==> src/rtl/thor2021_pkg.sv <==
// thor2021_pkg
//   Shared definitions for the Thor2021 decode queue: the Instruction type,
//   the queue entry record, opcode constants for the immediate-carrying
//   instructions and the EXI7/EXI23/EXI41 postfixes, the head-action
//   encoding used by the queue, and opcode classification helpers.
//   The opcode occupies ir[6:0].
package thor2021_pkg;

  typedef logic [47:0] Instruction;
  typedef logic [6:0]  Opcode;

  typedef struct packed {
    Instruction  ir;
    logic [63:0] pc;
  } DecodeQEntry;

  // What the queue head does in a cycle where the output register can load.
  typedef enum logic [2:0] {
    ACT_NONE,
    ACT_ORPHAN,
    ACT_FUSE,
    ACT_WAIT,
    ACT_SINGLE
  } HeadAction;

  // Short-immediate forms (imm in ir[19:9])
  localparam Opcode ADDI  = 7'h04;
  localparam Opcode SUBFI = 7'h05;
  localparam Opcode CMPI  = 7'h06;
  localparam Opcode ANDI  = 7'h08;
  localparam Opcode ORI   = 7'h09;
  localparam Opcode XORI  = 7'h0A;
  localparam Opcode SEQI  = 7'h0C;
  localparam Opcode SNEI  = 7'h0D;
  localparam Opcode SLTI  = 7'h0E;

  // Long-immediate forms (imm in ir[43:21])
  localparam Opcode ADDIL = 7'h14;
  localparam Opcode CMPIL = 7'h16;
  localparam Opcode ANDIL = 7'h18;
  localparam Opcode ORIL  = 7'h19;
  localparam Opcode XORIL = 7'h1A;
  localparam Opcode SEQIL = 7'h1C;
  localparam Opcode SNEIL = 7'h1D;
  localparam Opcode SLTIL = 7'h1E;

  // Immediate-extension postfixes
  localparam Opcode EXI7  = 7'h48;
  localparam Opcode EXI23 = 7'h49;
  localparam Opcode EXI41 = 7'h4A;

  function automatic Opcode opcode_of(input Instruction ir);
    return ir[6:0];
  endfunction

  function automatic logic is_long_imm(input Opcode op);
    return op inside {ADDIL, CMPIL, SEQIL, SNEIL, SLTIL, ANDIL, ORIL, XORIL};
  endfunction

  function automatic logic is_postfix(input Opcode op);
    return op inside {EXI7, EXI23, EXI41};
  endfunction

endpackage

==> src/rtl/thor2021_imm_fuse.sv <==
// thor2021_imm_fuse
//   Combinational immediate builder for the decode queue head.
//   Ports:
//     ir_i    head instruction
//     pfx_i   instruction in the slot after the head (postfix candidate)
//     fuse_i  1: build the extended immediate from ir_i + pfx_i
//             0: build the unextended immediate from ir_i alone
//     imm_o   64-bit immediate; 0 for opcodes that carry none (incl. postfixes)
module thor2021_imm_fuse
  import thor2021_pkg::*;
(
  input  Instruction  ir_i,
  input  Instruction  pfx_i,
  input  logic        fuse_i,
  output logic [63:0] imm_o
);

  // Fields not used by any immediate form.
  logic unused_bits;
  assign unused_bits = ^{ir_i[47:44], ir_i[20], ir_i[8:7], pfx_i[8:7]};

  always_comb begin
    imm_o = '0;
    if (fuse_i) begin
      case (opcode_of(pfx_i))
        EXI7:    imm_o = {{34{pfx_i[15]}}, pfx_i[15:9], ir_i[43:21]};
        EXI23:   imm_o = {{18{pfx_i[31]}}, pfx_i[31:9], ir_i[43:21]};
        EXI41:   imm_o = {pfx_i[47:9], ir_i[43:21], pfx_i[1:0]};
        default: imm_o = '0;
      endcase
    end else begin
      case (opcode_of(ir_i))
        ADDI, SUBFI, CMPI, SEQI, SNEI, SLTI:
          imm_o = {{53{ir_i[19]}}, ir_i[19:9]};
        ANDI:
          imm_o = {{53{1'b1}}, ir_i[19:9]};
        ORI, XORI:
          imm_o = {53'd0, ir_i[19:9]};
        ADDIL, CMPIL, SEQIL, SNEIL, SLTIL:
          imm_o = {{41{ir_i[43]}}, ir_i[43:21]};
        ANDIL:
          imm_o = {{41{1'b1}}, ir_i[43:21]};
        ORIL, XORIL:
          imm_o = {41'd0, ir_i[43:21]};
        default:
          imm_o = '0;
      endcase
    end
  end

endmodule

==> src/rtl/thor2021_decode_queue.sv <==
// thor2021_decode_queue
//   Instruction queue between fetch and decode. Buffers fetched instructions,
//   fuses EXI7/EXI23/EXI41 postfixes into a preceding long-immediate
//   instruction and presents one op per cycle through a registered
//   valid/ready output. A lone long-immediate head may wait up to HOLD_MAX
//   cycles for its postfix.
//   Build option: THOR2021_POSTFIX_FUSE_EN enables fusion and hold; without
//   it every entry is emitted singly and postfixes come out as orphans.
//   Parameters: DEPTH (power of two, >= 4), HOLD_MAX.
//   Ports:
//     clk_i, rst_i (sync, active high), flush_i
//     ir_i/pc_i/valid_i/ready_o   fetch side
//     op_o/pc_o/imm_o/ext_o/orphan_o/valid_o/ready_i   decode side
module thor2021_decode_queue
  import thor2021_pkg::*;
#(
  parameter int unsigned DEPTH    = 8,
  parameter int unsigned HOLD_MAX = 4
) (
  input  logic        clk_i,
  input  logic        rst_i,
  input  logic        flush_i,
  input  Instruction  ir_i,
  input  logic [63:0] pc_i,
  input  logic        valid_i,
  output logic        ready_o,
  output Instruction  op_o,
  output logic [63:0] pc_o,
  output logic [63:0] imm_o,
  output logic        ext_o,
  output logic        orphan_o,
  output logic        valid_o,
  input  logic        ready_i
);

`ifdef THOR2021_POSTFIX_FUSE_EN
  localparam bit FuseEn = 1'b1;
`else
  localparam bit FuseEn = 1'b0;
`endif

  localparam int unsigned PtrW  = $clog2(DEPTH);
  localparam int unsigned CntW  = PtrW + 1;
  localparam int unsigned HoldW = (HOLD_MAX > 1) ? $clog2(HOLD_MAX + 1) : 1;

  localparam logic [CntW-1:0]  Full    = CntW'(DEPTH);
  localparam logic [HoldW-1:0] HoldLim = HoldW'(HOLD_MAX);

  DecodeQEntry      mem_q [DEPTH];
  logic [PtrW-1:0]  head_q, head_d, tail_q, tail_d, head_nx;
  logic [CntW-1:0]  count_q, count_d, avail;
  logic [HoldW-1:0] hold_q, hold_d;

  logic        valid_q, valid_d;
  logic        ext_q, ext_d;
  logic        orphan_q, orphan_d;
  Instruction  op_q, op_d;
  logic [63:0] pc_q, pc_d;
  logic [63:0] imm_q, imm_d;

  DecodeQEntry in_ent, ent0;
  Instruction  ir1;
  logic        push, out_free, fuse;
  logic        head_long, head_pfx, next_pfx;
  logic [1:0]  pop_n;
  logic [63:0] imm_w;
  HeadAction   act;

  assign ready_o  = !rst_i && (count_q < Full);
  assign push     = valid_i && ready_o;
  assign out_free = !valid_q || ready_i;
  assign in_ent   = '{ir: ir_i, pc: pc_i};
  assign head_nx  = head_q + PtrW'(1);

  // The incoming instruction is visible to classification in the cycle it is
  // pushed, so an empty queue still gives one-cycle latency and a postfix
  // fuses in the cycle it arrives.
  assign avail = count_q + CntW'(push);

  always_comb begin
    ent0 = (count_q != '0) ? mem_q[head_q] : in_ent;
    ir1  = (count_q >= CntW'(2)) ? mem_q[head_nx].ir : ir_i;
  end

  assign head_long = is_long_imm(opcode_of(ent0.ir));
  assign head_pfx  = is_postfix(opcode_of(ent0.ir));
  assign next_pfx  = is_postfix(opcode_of(ir1));

  // Fusion outranks hold expiry: a postfix arriving on the last hold cycle
  // still fuses.
  always_comb begin
    act = ACT_NONE;
    if (avail != '0) begin
      if (head_pfx)
        act = ACT_ORPHAN;
      else if (FuseEn && head_long && (avail >= CntW'(2)) && next_pfx)
        act = ACT_FUSE;
      else if (FuseEn && head_long && (avail == CntW'(1)) && (hold_q < HoldLim))
        act = ACT_WAIT;
      else
        act = ACT_SINGLE;
    end
  end

  assign fuse = (act == ACT_FUSE);

  thor2021_imm_fuse u_imm_fuse (
    .ir_i   (ent0.ir),
    .pfx_i  (ir1),
    .fuse_i (fuse),
    .imm_o  (imm_w)
  );

  always_comb begin
    valid_d  = valid_q;
    op_d     = op_q;
    pc_d     = pc_q;
    imm_d    = imm_q;
    ext_d    = ext_q;
    orphan_d = orphan_q;
    hold_d   = hold_q;
    pop_n    = 2'd0;
    if (out_free) begin
      valid_d = 1'b0;
      case (act)
        ACT_ORPHAN, ACT_SINGLE: begin
          valid_d  = 1'b1;
          op_d     = ent0.ir;
          pc_d     = ent0.pc;
          imm_d    = imm_w;
          ext_d    = 1'b0;
          orphan_d = (act == ACT_ORPHAN);
          pop_n    = 2'd1;
        end
        ACT_FUSE: begin
          valid_d  = 1'b1;
          op_d     = ent0.ir;
          pc_d     = ent0.pc;
          imm_d    = imm_w;
          ext_d    = 1'b1;
          orphan_d = 1'b0;
          pop_n    = 2'd2;
        end
        ACT_WAIT: hold_d = hold_q + HoldW'(1);
        default: ;
      endcase
    end
    if (pop_n != 2'd0) hold_d = '0;
    head_d  = head_q + PtrW'(pop_n);
    tail_d  = tail_q + PtrW'(push);
    count_d = count_q + CntW'(push) - CntW'(pop_n);
  end

  always_ff @(posedge clk_i) begin
    if (push) mem_q[tail_q] <= in_ent;
  end

  always_ff @(posedge clk_i) begin
    if (rst_i || flush_i) begin
      head_q   <= '0;
      tail_q   <= '0;
      count_q  <= '0;
      hold_q   <= '0;
      valid_q  <= 1'b0;
      op_q     <= '0;
      pc_q     <= '0;
      imm_q    <= '0;
      ext_q    <= 1'b0;
      orphan_q <= 1'b0;
    end else begin
      head_q   <= head_d;
      tail_q   <= tail_d;
      count_q  <= count_d;
      hold_q   <= hold_d;
      valid_q  <= valid_d;
      op_q     <= op_d;
      pc_q     <= pc_d;
      imm_q    <= imm_d;
      ext_q    <= ext_d;
      orphan_q <= orphan_d;
    end
  end

  assign valid_o  = valid_q;
  assign op_o     = op_q;
  assign pc_o     = pc_q;
  assign imm_o    = imm_q;
  assign ext_o    = ext_q;
  assign orphan_o = orphan_q;

endmodule

==> config.mk <==
export PLATFORM = sky130hd
export DESIGN_NAME = thor2021_decode_queue
export DESIGN_NICKNAME = d
export VERILOG_FILES = /design/src/rtl/thor2021_pkg.sv /design/src/rtl/thor2021_imm_fuse.sv /design/src/rtl/thor2021_decode_queue.sv
export SDC_FILE = /design/constraint.sdc
export NUM_CORES = 1
export LEC_CHECK = 0
export BUFFER_PORTS_ARGS = -buffer_cell sky130_fd_sc_hd__buf_2
export CAP_MARGIN = 20
export CORE_MARGIN = 1
export CORE_UTILIZATION = 40
export DETAILED_ROUTE_END_ITERATION = 10
export SKIP_CTS_REPAIR_TIMING = 1
export SYNTH_ARGS = -nofsm -noshare
export SYNTH_HDL_FRONTEND = slang
export SYNTH_SLANG_ARGS = --single-unit
export TNS_END_PERCENT = 20
==> constraint.sdc <==
create_clock -name clk_i -period 12.8 [get_ports clk_i]
set_input_delay 2.56 -clock clk_i [delete_from_list [all_inputs] [get_ports clk_i]]
set_output_delay 2.56 -clock clk_i [all_outputs]
set_load 0.03 [all_outputs]
* Yosys cells after proc, flatten, opt, wreduce, memory -nomap -nowiden
Memories as Yosys holds them, arrays and structs flattened. A register that Yosys moved wholly into a read port is not among the register bits.
Cells that the tools add are included.
** Storage, ports and cells
- Flip-flop bits (word level) :: 189
- Bits in writable memories :: 896
- Input bits :: 117
- Output and inout port bits :: 180
- Word-level logic and storage cells :: 76
- Memories kept :: 1
** Memory list
- mem_q :: depth 8, bits a word 112, read ports 2, clocked after Yosys merged registers in 1, wr ports 1, line thor2021_decode_queue.sv:49 : DecodeQEntry mem_q [DEPTH];
** Operators by class
- Add/sub/neg operators :: 5
- Order comparisons :: 2
- Equality and inequality tests :: 26
- Mux-type cells :: 15
- Reductions and logical operators :: 18
** Operator list (number)
- case mux 64 bit (6 select lines) :: 1
- case mux 64 bit (3 select lines) :: 1
- two-way mux 112 bit :: 1
- two-way mux 64 bit :: 1
- equality test 7 x 5 -> 1 bit, second input constant :: 8
- two-way mux 48 bit :: 1
- equality test 7 x 4 -> 1 bit, second input constant :: 6
- equality test 7 bit, second input constant :: 6
- equality test 7 x 3 -> 1 bit, second input constant :: 3
- two-way mux 3 bit :: 3
- nonzero test 4 bit :: 2
- OR reduction 2 bit :: 3
- OR reduction 6 bit :: 1
- OR reduction 5 bit :: 1
- adder 4 x 1 -> 4 bit :: 1
- greater-or-equal comparator 4 x 2 -> 1 bit, second input constant :: 1
- < comparator 4 bit, second input constant :: 1
- case mux 1 bit (2 select lines) :: 2
- case mux 2 bit (2 select lines) :: 1
- AND reduction 2 bit :: 2
- subtractor 4 x 2 -> 4 bit :: 1
- adder 3 x 1 -> 3 bit :: 1
- adder 3 x 1 -> 3 bit, second input constant :: 1
- adder 3 x 2 -> 3 bit :: 1
- 11 further kinds :: 16

* Depth between registers and ports, before layout
- Depth after elaboration :: 12
- Depth in mapped cells :: 15

* Cells and area by module
A second synthesis with hierarchy kept.
** Unflattened totals
- Cell total of the unflattened synthesis :: 2830
- Area, all modules :: 45889.0 um2
** By module, submodules not included
- thor2021_decode_queue :: instances 1, cells each 2600, area each 44366.3 um2, sequential area each 30669.4 um2
- thor2021_imm_fuse :: instances 1, cells each 230, area each 1522.7 um2, sequential area each 0.0 um2

* Least setup slack after synthesis
No wires, ideal clock.
- Kind :: input-to-reg
- Start point :: input rst_i
- End point :: memory mem_q[0][0] (netlist name), enable pin
- Library setup time :: 721 ps
- Data arrival time :: 10951 ps
- Required time :: 12079 ps
- Path slack :: 1128 ps
- Stages on the path :: 4
- Buffers on the path :: 0
- Cells stage by stage :: nor2_1 > and2_1 > nand2b_1 > nor3_1
** On the way
- Word-level cells in the longest chain between the ends :: 5
** RTL lines
- start, declared :: line thor2021_decode_queue.sv:21 : input logic rst_i,
- zero test 1 bit :: line thor2021_decode_queue.sv:69 : assign ready_o = !rst_i && (count_q < Full);
- logical AND 1 bit :: line thor2021_decode_queue.sv:69
- logical AND 1 bit :: line thor2021_decode_queue.sv:70 : assign push = valid_i && ready_o;
- two-way mux 1 bit :: line thor2021_decode_queue.sv:155 : if (push) mem_q[tail_q] <= in_ent;
- two-way mux 1 bit (not written as such) :: line thor2021_decode_queue.sv:155
- end, declared :: line thor2021_decode_queue.sv:49
Every way passes these cells.

* Worst setup path after layout
- Start point :: input rst_i
- End point :: register pc_q[23], in the netlist pc_o[23]
** On the way
- Word-level cells in the longest chain between the ends :: 9
** RTL lines
- zero test 1 bit :: line thor2021_decode_queue.sv:69
- logical AND 1 bit :: line thor2021_decode_queue.sv:69
- logical AND 1 bit :: line thor2021_decode_queue.sv:70
- adder 4 x 1 -> 4 bit :: line thor2021_decode_queue.sv:78 : assign avail = count_q + CntW'(push);
- nonzero test 4 bit :: line thor2021_decode_queue.sv:93 : if (avail != '0) begin
- two-way mux 3 bit :: line thor2021_decode_queue.sv:93
- equality test 3 x 2 -> 1 bit, or another cell as far along :: line thor2021_decode_queue.sv:125 : case (act)
- OR reduction 3 bit (no line)
- AND reduction 2 bit (no line)
- end signal, assigned :: line thor2021_decode_queue.sv:177 : pc_q <= pc_d;
- end, declared :: line thor2021_decode_queue.sv:58 : logic [63:0] pc_q, pc_d;
Several ways; a longest one is shown, not always the timed one.
A chain may end at the register's enable or synchronous reset.

==> key figures <==
Timing
  • Worst Skew: between 0.015 and 0.02 ns
  • Final hold vios: 0
  • Min Tclk post-route: slightly below 6 ns
  • Final Setup Violations: 0
  • RSZ-0062 raised after global routing: no
  • Setup TNS: 0 ns
  • Final Max Slew Viols: 0
  • Crit share post-route: 0.459
  • Fmax: about 170 MHz
  • Worst Max-Slew Pin Slew: ~1.0 ns
  • Max_slew headroom: 0.303

Hold path
  • Worst hold path class: reg2reg
  • Hold EP: op_o[47]$_SDFFE_PP0N_
  • Min-Delay Path Depth: 2
  • Hold wc startpoint: op_o[47]$_SDFFE_PP0N_

Final layout
  • Commonest non-fill, non-tap cell in the layout: edfxtp_1
  • Layout area overhead: 15.5%
  • Most frequent cells in the layout: 896 x edfxtp_1, 295 x buf_2, 226 x nand2_1
  • Share of cells above drive strength 1: 0.295
  • Final-layout fill cell count: 8329
  • Nets: approximately 2.6k

Critical path
  • Worst r2r dst: imm_o[11]$_SDFFE_PP0N_
  • Worst Path Max Fanout: slightly above 90
  • Setup Crit Path Kind: in2reg
  • Worst r2r path cells: 10
  • Startpoint Class: primary input
  • WP data required: ~13 ns
  • Reg2reg setup slack: around 8 ns
  • Worst EP arrival: around 6.5 ns
  • Worst r2r src: head_q[1]$_SDFF_PP0_
  • CP startpoint: rst_i
  • CP Capture Type: flop

Floorplanning
  • DIE AREA: around 0.1 mm²
  • Initial Util: 0.406
  • Die H: around 320 µm
  • FP Rows: about 120
  • Core outline area: 0.0990 mm²
  • I/O Pins: between 200 and 300
  • Die W: approximately 320 µm

Drt
  • First DRT Iteration DRCs: ~1.8k
  • Drt wl/cell: between 20 and 25 µm
  • Routed Wire Length: roughly 95 mm
  • 1st-pass router iterations: 5
  • Post-route DRC: 0
  • Vias: 20.8k
  • Antenna Nets Post-Route: 0
  • Via density: between 5 and 6

Power and ir drop
  • Pwr Total: 10.4 mW
  • Sw Ratio: 0.352
  • Worst VDD drop: approximately 0.26 mV
  • Int Power: between 6 and 7 mW
  • Comb pwr share: 0.315
  • Flop pwr share: 0.387
  • PwrDens: around 220 mW/mm²
  • Net Sw Power: about 3.7 mW
  • LEAKAGE: between 15 and 20 nW
  • Clock power share: 0.297

Clocking
  • H-tree levels: 3
  • Clock slew at reported path FFs: roughly 0.060 ns
  • CTS Buf Count: around 110
  • Clock Tree Buf Depth: 3
  • Clock root buffer: clkbuf_16
  • Count of clock tree sinks: between 1k and 1.5k
  • Clock Latency Late Sink: between 0.6 and 0.7 ns
  • CTS tree: yes

Synth
  • Yosys reg bits: 1044
  • Share of async-settable or async-resettable flops after synthesis: 0
  • Synth warnings: 0
  • Number of synthesized flops with an enable pin: between 800 and 900
  • Netlist cell types: 47
  • Cells after synthesis: 2181
  • Synth Net Count: 2306
  • Synthesized area per cell: roughly 18 µm²
  • Top FF cell, synth: edfxtp_1
  • Synthesized area: between 0.04 and 0.05 mm²
  • Seq/Total Area, Yosys: 0.742

Global routing
  • Vias in the first global route: about 22k
  • Global route overflow: 0
  • Largest net degree at the start of global routing: ~110
  • Initial antenna violation count: 19
  • Gr usage total: 0.186
  • First-pass GRT wire length: around 140 mm

Status
  • Status: complete, no violations

Placed design
  • GPL Wtd Cong: ~0.76
  • IO Port Bufs: around 300
  • Dpl hpwl: 51.8 mm

Job
  • Maxcap violations: 0
## logic make-up (layout without fill, tap and decap cells)
group | Yosys count | in the layout | share of synthesized area
buf+inv | 178 | 538 | 0.0227
xor+xnor | 6 | 6 | 0.00131
compound gates | 255 | 255 | 0.0413
fa+ha+maj | 8 | 8 | 0.00249
mux | 359 | 359 | 0.157
other cells | 1 | 8 | 0.0000932
simple gates | 330 | 330 | 0.0331
flops | 1044 | 1044 | 0.742
## power by group through the flow
stage	clock (mW)	sequential, mW	combinational [mW]
after global routing	3.28	4.05	3.56
after CTS	3.17	4.07	3.29
after global placement	0	4.13	3.23
final	3.09	4.03	3.28
after detailed placement	0	4.14	3.28
after floorplan	0	4.36	2.10
## per-stage QoR
stage	cells	hold WS (ns)	cell area, µm²	setup slack [ns]	utilization
final	3835	0.450	46500	6.92	0.470
after global routing	3833	0.466	46500	6.68	0.470
after CTS	3827	0.453	46400	6.98	0.469
after detailed placement	3627	0.445	42900	6.26	0.434
after global placement	3622	0.441	42800	6.37	0.432
after floorplan	2181	0.541	40200	1.13	-
## synthesized netlist by cell type, drive strengths merged, types with 2 or more instances
library cell	n	share of area
a221oi	11	0.0024
nor3	4	0.00062
nand2	227	0.021
a211oi	17	0.0044
clkbuf	74	0.0069
a31oi	4	0.00078
o21ai	44	0.0055
inv	4	0.00037
and3	3	0.00047
mux4	216	0.12
dfxtp	148	0.074
nor2b	2	0.00031
a22oi	9	0.0017
nor2	72	0.0067
nand3	3	0.00050
buf	99	0.015
xor2	2	0.00044
xnor2	4	0.00087
ha	8	0.0025
mux2i	142	0.036
and2	10	0.0016
nand2b	5	0.00078
a21oi	94	0.012
o211ai	71	0.013
a221o	2	0.00050
edfxtp	896	0.67
## per-layer routing
metal  GRT usage  wire length [µm]
met5           0                64
met4      0.0512              1670
met1       0.257             41400
met3      0.0328              5170
met2       0.303             46400
## worst max-delay path by stage
stage / end / slack (ns) / depth (start not counted)
floorplan: mem_q[0][0]$_DFFE_PP_ / 1.13 / 4
global placement: pc_o[51]$_SDFFE_PP0N_ / 6.37 / 13
detailed placement: pc_o[36]$_SDFFE_PP0N_ / 6.26 / 13
CTS: pc_o[23]$_SDFFE_PP0N_ / 6.98 / 13
global route: pc_o[49]$_SDFFE_PP0N_ / 6.68 / 13
finish: pc_o[23]$_SDFFE_PP0N_ / 6.92 / 13
## sequential cells by signal (all words and copies together), names as in the netlist
register / cells
count_q: 4
valid_o: 1
imm_o: 24
orphan_o: 1
op_o: 48
tail_q: 3
mem_q: 896
pc_o: 64
head_q: 3
## critical path, cell delays in order
cell and delay [ns]:
buf_2 0.11, nor2_1 0.12, and2_1 0.26, ha_1 0.23, ha_1 0.17, xor2_1 0.25
nor2_1 0.10, nand3_1 0.16, nand2_4 0.40, inv_6 0.84, buf_4 0.74, o211ai_1 0.22
a21oi_1 0.18
## final cells by class
| cell class | instances | area (µm²) | share of cell area |
|---|---|---|---|
| Multi-Input combinational cell | 959 | 9540 | 0.205 |
| Antenna cell | 7 | 17.5 | 0.000377 |
| Tap cell | 1287 | 1610 | 0.0346 |
| Inverter | 5 | 23.8 | 0.000511 |
| Sequential cell | 1044 | 29900 | 0.643 |
| Timing Repair Buffer | 333 | 1900 | 0.0408 |
| Clock buffer | 155 | 3060 | 0.0658 |
| Clock inverter | 45 | 463 | 0.00996 |
Power figures use the tool's default switching activity.
